<file path="src/rtl/divider_scheduler.sv">
// Round-robin front end sharing one iterative fixed-point divider
// between R requesters, with divide-by-zero bypass and a watchdog.
module divider_scheduler #(
  parameter int R       = 4,
  parameter int ID_W    = 2,
  parameter int N       = 32,
  parameter int Q       = 15,
  parameter int TIMEOUT = N + Q + 4
) (
  input  logic            iClk,
  input  logic            iRst_n,
  input  logic [R-1:0]    iReqValid,
  output logic [R-1:0]    oReqReady,
  input  logic [R*N-1:0]  iReqDividend,
  input  logic [R*N-1:0]  iReqDivisor,
  output logic            oRespValid,
  output logic [ID_W-1:0] oRespId,
  output logic [2*N:0]    oRespQuotient,
  output logic            oRespDivZero,
  input  logic            iRespReady,
  output logic            oDivStart,
  output logic [N-1:0]    oDivDividend,
  output logic [N-1:0]    oDivDivisor,
  input  logic [2*N:0]    iDivQuotient,
  input  logic            iDivComplete,
  output logic            oBusy,
  output logic            oTimeout
);

  localparam int WD_W = $clog2(TIMEOUT + 1);

  typedef enum logic [2:0] {
    S_DRAIN,
    S_IDLE,
    S_LAUNCH,
    S_WAIT_BUSY,
    S_WAIT_DONE,
    S_RESP
  } state_t;

  state_t          r_state;
  logic [ID_W-1:0] r_ptr;
  logic [ID_W-1:0] r_gnt;
  logic [N-1:0]    r_dvd;
  logic [N-1:0]    r_dvs;
  logic            r_start;
  logic            r_rvalid;
  logic [2*N:0]    r_rq;
  logic            r_rdz;
  logic            r_busy;
  logic            r_tout;
  logic            r_fault;
  logic [WD_W-1:0] r_wd;

  logic            w_found;
  logic [ID_W-1:0] w_idx;
  logic            w_grant;
  logic [N-1:0]    w_sel_dvd;
  logic [N-1:0]    w_sel_dvs;
  logic            w_zero;
  logic            w_fault;
  logic [ID_W-1:0] w_ptr_nxt;

  // Scan downward so the lowest offset from the pointer wins.
  always_comb begin
    w_found = 1'b0;
    w_idx   = '0;
    for (int i = R - 1; i >= 0; i--) begin
      if (iReqValid[(int'(r_ptr) + i) % R]) begin
        w_found = 1'b1;
        w_idx   = ID_W'((int'(r_ptr) + i) % R);
      end
    end
  end

  assign w_grant   = (r_state == S_IDLE) && iDivComplete && w_found;
  assign w_sel_dvd = iReqDividend[int'(w_idx)*N +: N];
  assign w_sel_dvs = iReqDivisor[int'(w_idx)*N +: N];
  assign w_zero    = (w_sel_dvs[N-2:0] == '0);
  assign w_ptr_nxt = (r_gnt == ID_W'(R - 1)) ? '0 : r_gnt + 1'b1;

  assign w_fault = (r_wd == WD_W'(TIMEOUT - 1)) &&
                   ((r_state == S_WAIT_BUSY) ||
                    (r_state == S_WAIT_DONE && !iDivComplete));

  assign oReqReady = w_grant ? ({{(R-1){1'b0}}, 1'b1} << w_idx) : '0;

  always_ff @(posedge iClk) begin
    if (!iRst_n) begin
      r_state  <= S_DRAIN;
      r_ptr    <= '0;
      r_gnt    <= '0;
      r_dvd    <= '0;
      r_dvs    <= '0;
      r_start  <= 1'b0;
      r_rvalid <= 1'b0;
      r_rq     <= '0;
      r_rdz    <= 1'b0;
      r_busy   <= 1'b0;
      r_tout   <= 1'b0;
      r_fault  <= 1'b0;
      r_wd     <= '0;
    end else begin
      unique case (r_state)
        S_DRAIN: begin
          r_busy <= !iDivComplete;
          if (iDivComplete) r_state <= S_IDLE;
        end
        S_IDLE: begin
          if (w_grant) begin
            r_gnt  <= w_idx;
            r_dvd  <= w_sel_dvd;
            r_dvs  <= w_sel_dvs;
            r_busy <= 1'b1;
            if (w_zero) begin
              r_rq     <= {w_sel_dvd[N-1] ^ w_sel_dvs[N-1],
                           {(2*N){1'b1}}};
              r_rdz    <= 1'b1;
              r_rvalid <= 1'b1;
              r_state  <= S_RESP;
            end else begin
              r_start <= 1'b1;
              r_state <= S_LAUNCH;
            end
          end
        end
        S_LAUNCH: begin
          r_start <= 1'b0;
          r_wd    <= '0;
          r_state <= S_WAIT_BUSY;
        end
        S_WAIT_BUSY: begin
          r_wd <= r_wd + 1'b1;
          if (!iDivComplete) r_state <= S_WAIT_DONE;
        end
        S_WAIT_DONE: begin
          if (iDivComplete) begin
            r_rq     <= iDivQuotient;
            r_rdz    <= 1'b0;
            r_rvalid <= 1'b1;
            r_state  <= S_RESP;
          end else begin
            r_wd <= r_wd + 1'b1;
          end
        end
        S_RESP: begin
          if (iRespReady) begin
            r_rvalid <= 1'b0;
            r_ptr    <= w_ptr_nxt;
            r_fault  <= 1'b0;
            r_busy   <= r_fault;
            r_state  <= r_fault ? S_DRAIN : S_IDLE;
          end
        end
        default: r_state <= S_DRAIN;
      endcase
      // Hung divider: answer with zero, then drain before reuse.
      if (w_fault) begin
        r_tout   <= 1'b1;
        r_fault  <= 1'b1;
        r_rq     <= '0;
        r_rdz    <= 1'b0;
        r_rvalid <= 1'b1;
        r_state  <= S_RESP;
      end
    end
  end

  assign oRespValid    = r_rvalid;
  assign oRespId       = r_gnt;
  assign oRespQuotient = r_rq;
  assign oRespDivZero  = r_rdz;
  assign oDivStart     = r_start;
  assign oDivDividend  = r_dvd;
  assign oDivDivisor   = r_dvs;
  assign oBusy         = r_busy;
  assign oTimeout      = r_tout;

endmodule

</file>
<file path="config.mk">
export PLATFORM = sky130hd
export DESIGN_NAME = divider_scheduler
export DESIGN_NICKNAME = d
export VERILOG_FILES = /design/src/rtl/divider_scheduler.sv
export SDC_FILE = /design/constraint.sdc
export NUM_CORES = 1
export LEC_CHECK = 0
export CORE_AREA = 2 2 184 186
export CTS_CLUSTER_DIAMETER = 150
export CTS_CLUSTER_SIZE = 40
export DETAILED_ROUTE_END_ITERATION = 10
export DIE_AREA = 0 0 186 188
export SYNTH_ARGS = -nofsm -noshare
export SYNTH_HDL_FRONTEND = slang
export SYNTH_SLANG_ARGS = --single-unit
export TNS_END_PERCENT = 50
</file>
<file path="constraint.sdc">
create_clock -name iClk -period 6.4 [get_ports iClk]
set_input_delay 1.92 -clock iClk [delete_from_list [all_inputs] [get_ports iClk]]
set_output_delay 1.92 -clock iClk [all_outputs]
set_load 0.005 [all_outputs]
</file>
==> run metrics, run 1 <==
status=finished, final reports clean; Residual DRC=0; Psw=0.788 mW; worst hold start=oDivStart; post_cts resized=0; fin nets=1871; number of synthesized register bits=148; Worst-path clk slew=0.06 ns; max incr delay on CP=0.50 ns; CTS tree=built; drt initial violations=697; Setup crit end kind=primary output; Worst-Margin Slew=1.07 ns; CTS Root Cell=clkbuf_16; Die Footprint=0.0350 sq mm; delay-heaviest family, CP=buffers and inverters; Synth Area per Inst=7.46 sq um; Worst Path Required=4.48 ns; via/cell ratio=5.17; Worst-Skew Late Latency=0.42 ns; Sw Share=28.9%; GR Overflow Total=0; I/O Pins=469; Starting Density=26.0%; RSZ-0062 raised after global routing=no; Hold Crit Class=register to register; fmax=161 MHz; dpl cells=1968; max_slew headroom=28.6%; critical path's slowest cell=clkdlybuf4s50_1; Clk network pwr share=39.5%; Setup crit start kind=primary input; max_cap viols=0; initial antenna violation count=0; share of layout cells above drive strength 1=6.19%; worst vdd ir=0.159 mV; Slew Viols, Final=0; Site Rows=67; CTS buffer count=17; hpwl dp=29400 um; min cycle time layout=6.23 ns; final wirelength=39100 um; internal power=1.94 mW; Num Clock Sinks=148; Core ar.=0.0331 sq mm; combinational share of power=24.1%; post-synthesis cell type count=51; gp weighted congestion=0.874; setup TNS=0 ns; chip width=186 um; Power Dens Cells=192 mW/mm^2; RR Startpoint=r_ptr[1]; Final period util=97.3%; CP Max Fanout=32; TritonRoute pass-1 iters=4; GRT Util Overall=21.7%; Post-synth EDFFs=0; Sequential Power Share=36.4%; clock buffer depth=2; Setup-failing EPs final=0; Mapped Cells=1153; leak pwr=4.98 nW; fraction of registers with async set/reset=0%; Synth Cell Area=0.00860 sq mm; critical path class=primary input to primary output; Seq/Total Area, Yosys=34.5%; postcts setup bufs=0; crit path DAT=4.31 ns; CP Cell Sequence=clkdlybuf4s50_1 > nor2b_2 > buf_4 > a211o_1 > and2_2 > nor3_1 > buf_4 > clkdlybuf4s50_1; pin count of the biggest net entering global routing=81; ys flop type=dfxtp_1; H-tree depth=4; vias in the first global route=10152; n_diodes=0; Hold Fails Final Rpt=0; fin cells=1999; cts hold-fix bufs=0; first-pass GRT wire length=58400 um; CP startpoint=iReqValid[2]; Detail Route Antenna Nets=0; Layout area overhead=65.2%; DR WL/cell=19.5 um; Ys Warns=0; Setup Skew=0.00806 ns; Die Ht=188 um; syn_nets=1485; via count=10338; CP bufs+invs=4; count of input and output buffers=468
through the flow:
stage	hold slack, ns	power (mW)	instance area [sq um]	utilization [%]	setup WS [ns]
final	0.458	2.73	14200	42.9	0.174
after global routing	0.481	2.87	14200	42.9	0.0619
after CTS	0.458	2.77	14200	42.9	0.165
after detailed placement	0.448	1.67	13600	41.0	0.165
after global placement	0.448	1.67	13600	41.0	0.191
after floorplan	0.438	1.27	8600	-	0.444
synthesized netlist by cell type (all sizes together), types with 2 or more instances:
| cell type | n | area share (%) |
|---|---|---|
| nand3 | 161 | 9.4 |
| a211oi | 37 | 3.2 |
| o211ai | 2 | 0.17 |
| nor2 | 16 | 0.70 |
| and3 | 2 | 0.15 |
| xnor2 | 3 | 0.31 |
| and2 | 4 | 0.29 |
| nor3 | 9 | 0.58 |
| ha | 3 | 0.44 |
| a21oi | 10 | 0.58 |
| o21ai | 43 | 2.5 |
| or4 | 2 | 0.17 |
| nor2b | 8 | 0.58 |
| buf | 27 | 1.8 |
| o211a | 3 | 0.35 |
| a31o | 2 | 0.20 |
| dfxtp | 148 | 34 |
| clkbuf | 102 | 4.5 |
| nand4 | 4 | 0.29 |
| nor4 | 69 | 5.1 |
| a32oi | 30 | 3.1 |
| inv | 6 | 0.26 |
| mux2i | 3 | 0.35 |
| a21boi | 68 | 5.9 |
| nand2 | 276 | 12 |
| or3 | 2 | 0.15 |
| nand2b | 32 | 2.3 |
| o221a | 64 | 8.4 |
routing by layer:
layer  GRT usage [%]  wire length (um)
met1            24.4             15200
met3            6.45              3380
met5               0                 0
met4            8.72              1500
met2            37.8             19000
cell families after synthesis:
family,count (synthesis),synth area share (%)
and+or+nand+nor,588,32.1
xor gates and xnor gates,4,0.408
adders and majority gates,3,0.437
buffers and inverters,135,6.56
DFF,148,34.5
muxes,3,0.349
AOI/OAI and AO/OA,272,25.7
final timing paths:
| kind | to | slack, ns | cells past startpoint |
|---|---|---|---|
| worst max-delay path | oReqReady[0] | 0.17 | 8 |
| worst min-delay path | oDivStart | 0.46 | 2 |
| worst max register to register | oRespQuotient[58] | 2.24 | 10 |
| worst min register to register | oDivStart | 0.46 | 2 |
worst reg2reg max path, cell delays in order (launching register included):
cell     delay (ns)
dfxtp_2        1.03
or4b_2         0.70
buf_4          0.36
nand3_1        0.17
a32oi_1        0.24
nor4_1         0.29
nand4_1        0.29
nor3_2         0.29
or2_2          0.17
buf_12         0.24
o221a_1        0.34
registers in the layout, indices dropped and copies added (netlist names), 2 cells and up:
register	cells
oDivDividend	32
oDivDivisor	32
oRespId	2
oRespQuotient	65
r_ptr	2
r_state	3
r_wd	6
final cells by class:
class / count / area [sq um]
Fill cell: 3331 / 18900
Clock buffer: 17 / 425
Timing Repair Buffer: 496 / 4900
Inverter: 6 / 22.5
Tap cell: 448 / 561
Multi-Input combinational cell: 870 / 5130
Sequential cell: 148 / 2960
Clock inverter: 14 / 195
power by group through the flow:
stage,Sequential [mW],Combinational [mW],Clock [mW]
floorplan,1.01,0.268,0
global placement,1.01,0.655,0
detailed placement,1.01,0.658,0
CTS,0.993,0.661,1.11
global route,0.998,0.714,1.16
finish,0.993,0.656,1.08
cells in the final DEF, fill, tap and decap left out, types with 32 or more instances in the layout:
cell type,Yosys,routed
a211oi_1,37,37
a21boi_0,68,68
clkdlybuf4s50_1,0,467
dfxtp_1,148,147
nand2_1,276,275
nand2b_1,32,32
nand3_1,161,160
nor4_1,68,68
o21ai_0,43,43
o221a_1,50,50
Power figures use the tool's default switching activity.
==> run 2, diff against run 1 <==
--- a/config.mk
+++ b/config.mk
@@ -5,11 +5,15 @@
 export SDC_FILE = /design/constraint.sdc
 export NUM_CORES = 1
 export LEC_CHECK = 0
-export CORE_AREA = 2 2 184 186
+export CELL_PAD_IN_SITES_DETAIL_PLACEMENT = 1
+export CELL_PAD_IN_SITES_GLOBAL_PLACEMENT = 1
+export CORE_MARGIN = 2
+export CORE_UTILIZATION = 27
 export CTS_CLUSTER_DIAMETER = 150
 export CTS_CLUSTER_SIZE = 40
 export DETAILED_ROUTE_END_ITERATION = 10
-export DIE_AREA = 0 0 186 188
+export PLACE_DENSITY_LB_ADDON = 0.1
+export SETUP_SLACK_MARGIN = 0.2
 export SYNTH_ARGS = -nofsm -noshare
 export SYNTH_HDL_FRONTEND = slang
 export SYNTH_SLANG_ARGS = --single-unit
==> run metrics, run 2 (synthesis gave the netlist of run 1 again) <==
status=finished, final reports clean; Hold Crit Class=register to register; count of input and output buffers=468; GRT Util Overall=25.1%; Setup crit end kind=primary output; Hold Fails Final Rpt=0; Slew Viols, Final=0; Site Rows=65; CP Max Fanout=5; Sequential Power Share=36.9%; critical path class=primary input to primary output; I/O Pins=469; clock buffer depth=2; Setup-failing EPs final=0; Num Clock Sinks=148; share of layout cells above drive strength 1=6.86%; max_cap viols=0; Residual DRC=0; TritonRoute pass-1 iters=5; Largest register FFs=65; first-pass GRT wire length=64500 um; Clk network pwr share=38.0%; internal power=1.87 mW; Layout area overhead=65.3%; CTS tree=built; max_slew headroom=24.9%; hpwl dp=31400 um; worst slack at placement=0.172 ns; critical path's slowest cell=or4_2; GR Overflow Total=0; CP Cell Sequence=clkdlybuf4s50_1 > nor2b_2 > or4_2 > nand2_4 > nand2_1 > nor2_2 > clkdlybuf4s50_1; setup slack after layout=0.315 ns; Final period util=95.1%; gp weighted congestion=0.880; combinational share of power=25.1%; Detail Route Antenna Nets=0; pin count of the biggest net entering global routing=81; worst vdd ir=0.172 mV; CTS Root Cell=clkbuf_16; RSZ-0062 raised after global routing=yes; leak pwr=5.01 nW; most used cell, CP=clkdlybuf4s50_1; Setup crit start kind=primary input; initial antenna violation count=8; fmax=164 MHz; setup TNS=0 ns; Worst-Margin Slew=1.13 ns; via count=10595; Setup Skew=0.0127 ns; Sw Share=30.4%; Worst-Skew Late Latency=0.44 ns; via/cell ratio=5.38; Die Ht=182 um; overall power=2.69 mW; Die Footprint=0.0333 sq mm; Core ar.=0.0315 sq mm; Worst Path Required=4.48 ns; Psw=0.817 mW; min cycle time layout=6.09 ns; Starting Density=27.3%; most common cell after layout, fill and taps aside=clkdlybuf4s50_1; cts hold-fix bufs=0; Power Dens Cells=189 mW/mm^2; drt initial violations=494; vias in the first global route=10824; CTS buffer count=17; commonest non-fill, non-tap cells in the layout=clkdlybuf4s50_1 (465), nand2_1 (275), nand3_1 (160), dfxtp_1 (147); fin nets=1879; DR WL/cell=21.6 um; max incr delay on CP=0.70 ns; Worst-path clk slew=0.07 ns; postcts setup bufs=0; crit path DAT=4.17 ns; chip width=182 um; H-tree depth=4; final wirelength=42500 um
==> run 2: metal layers <==
layer	track usage, %	wire length [um]	vias up
met1	30.4	17700	5067
met5	0	0	-
met4	9.13	1200	0
li1	-	-	5022
met3	6.82	3230	61
met2	42.5	20300	445
==> run 2: area by class of cell <==
class	count	area [sq um]
Tap cell	402	503
Antenna cell	7	17.5
Inverter	6	22.5
Fill cell	3758	17300
Multi-Input combinational cell	870	5150
Timing Repair Buffer	504	4960
Sequential cell	148	2960
Clock inverter	15	164
Clock buffer	17	425
==> run 2: critical path: cells and delay by family <==
kind	cells	cell delay [ns]
buffers and inverters	2	0.95
and+or+nand+nor	5	1.28
==> run 2: power by group through the flow <==
stage	Sequential, mW	Combinational (mW)	Clock (mW)
after global routing	0.998	0.732	1.09
after CTS	0.993	0.677	1.05
after floorplan	1.01	0.268	0
after detailed placement	1.01	0.675	0
after global placement	1.01	0.670	0
final	0.992	0.674	1.02
==> run 2: repair_timing <==
action                     in CTS  in global routing
resized for setup               2                  5
setup endpoints to repair       2                  3
gates cloned                    0                  0
==> run 2: stage by stage <==
step | hold WS, ns | utilization, % | instances | area, sq um
after detailed placement | 0.460 | 43.2 | 1930 | 13600
after floorplan | 0.438 | - | 1153 | 8600
final | 0.466 | 45.1 | 1969 | 14200
after global routing | 0.484 | 45.1 | 1968 | 14200
after CTS | 0.471 | 45.0 | 1962 | 14200
after global placement | 0.448 | 43.2 | 1930 | 13600
==> run 2: path summary, 6_finish.rpt <==
check	cells past startpoint	slack [ns]	from	to
hold reg to reg	2	0.47	oDivDivisor[11]	oDivDivisor[11]
setup / recovery	7	0.31	iReqValid[2]	oReqReady[3]
hold / removal	2	0.47	oDivDivisor[11]	oDivDivisor[11]
setup reg to reg	11	1.90	r_ptr[1]	oRespQuotient[59]
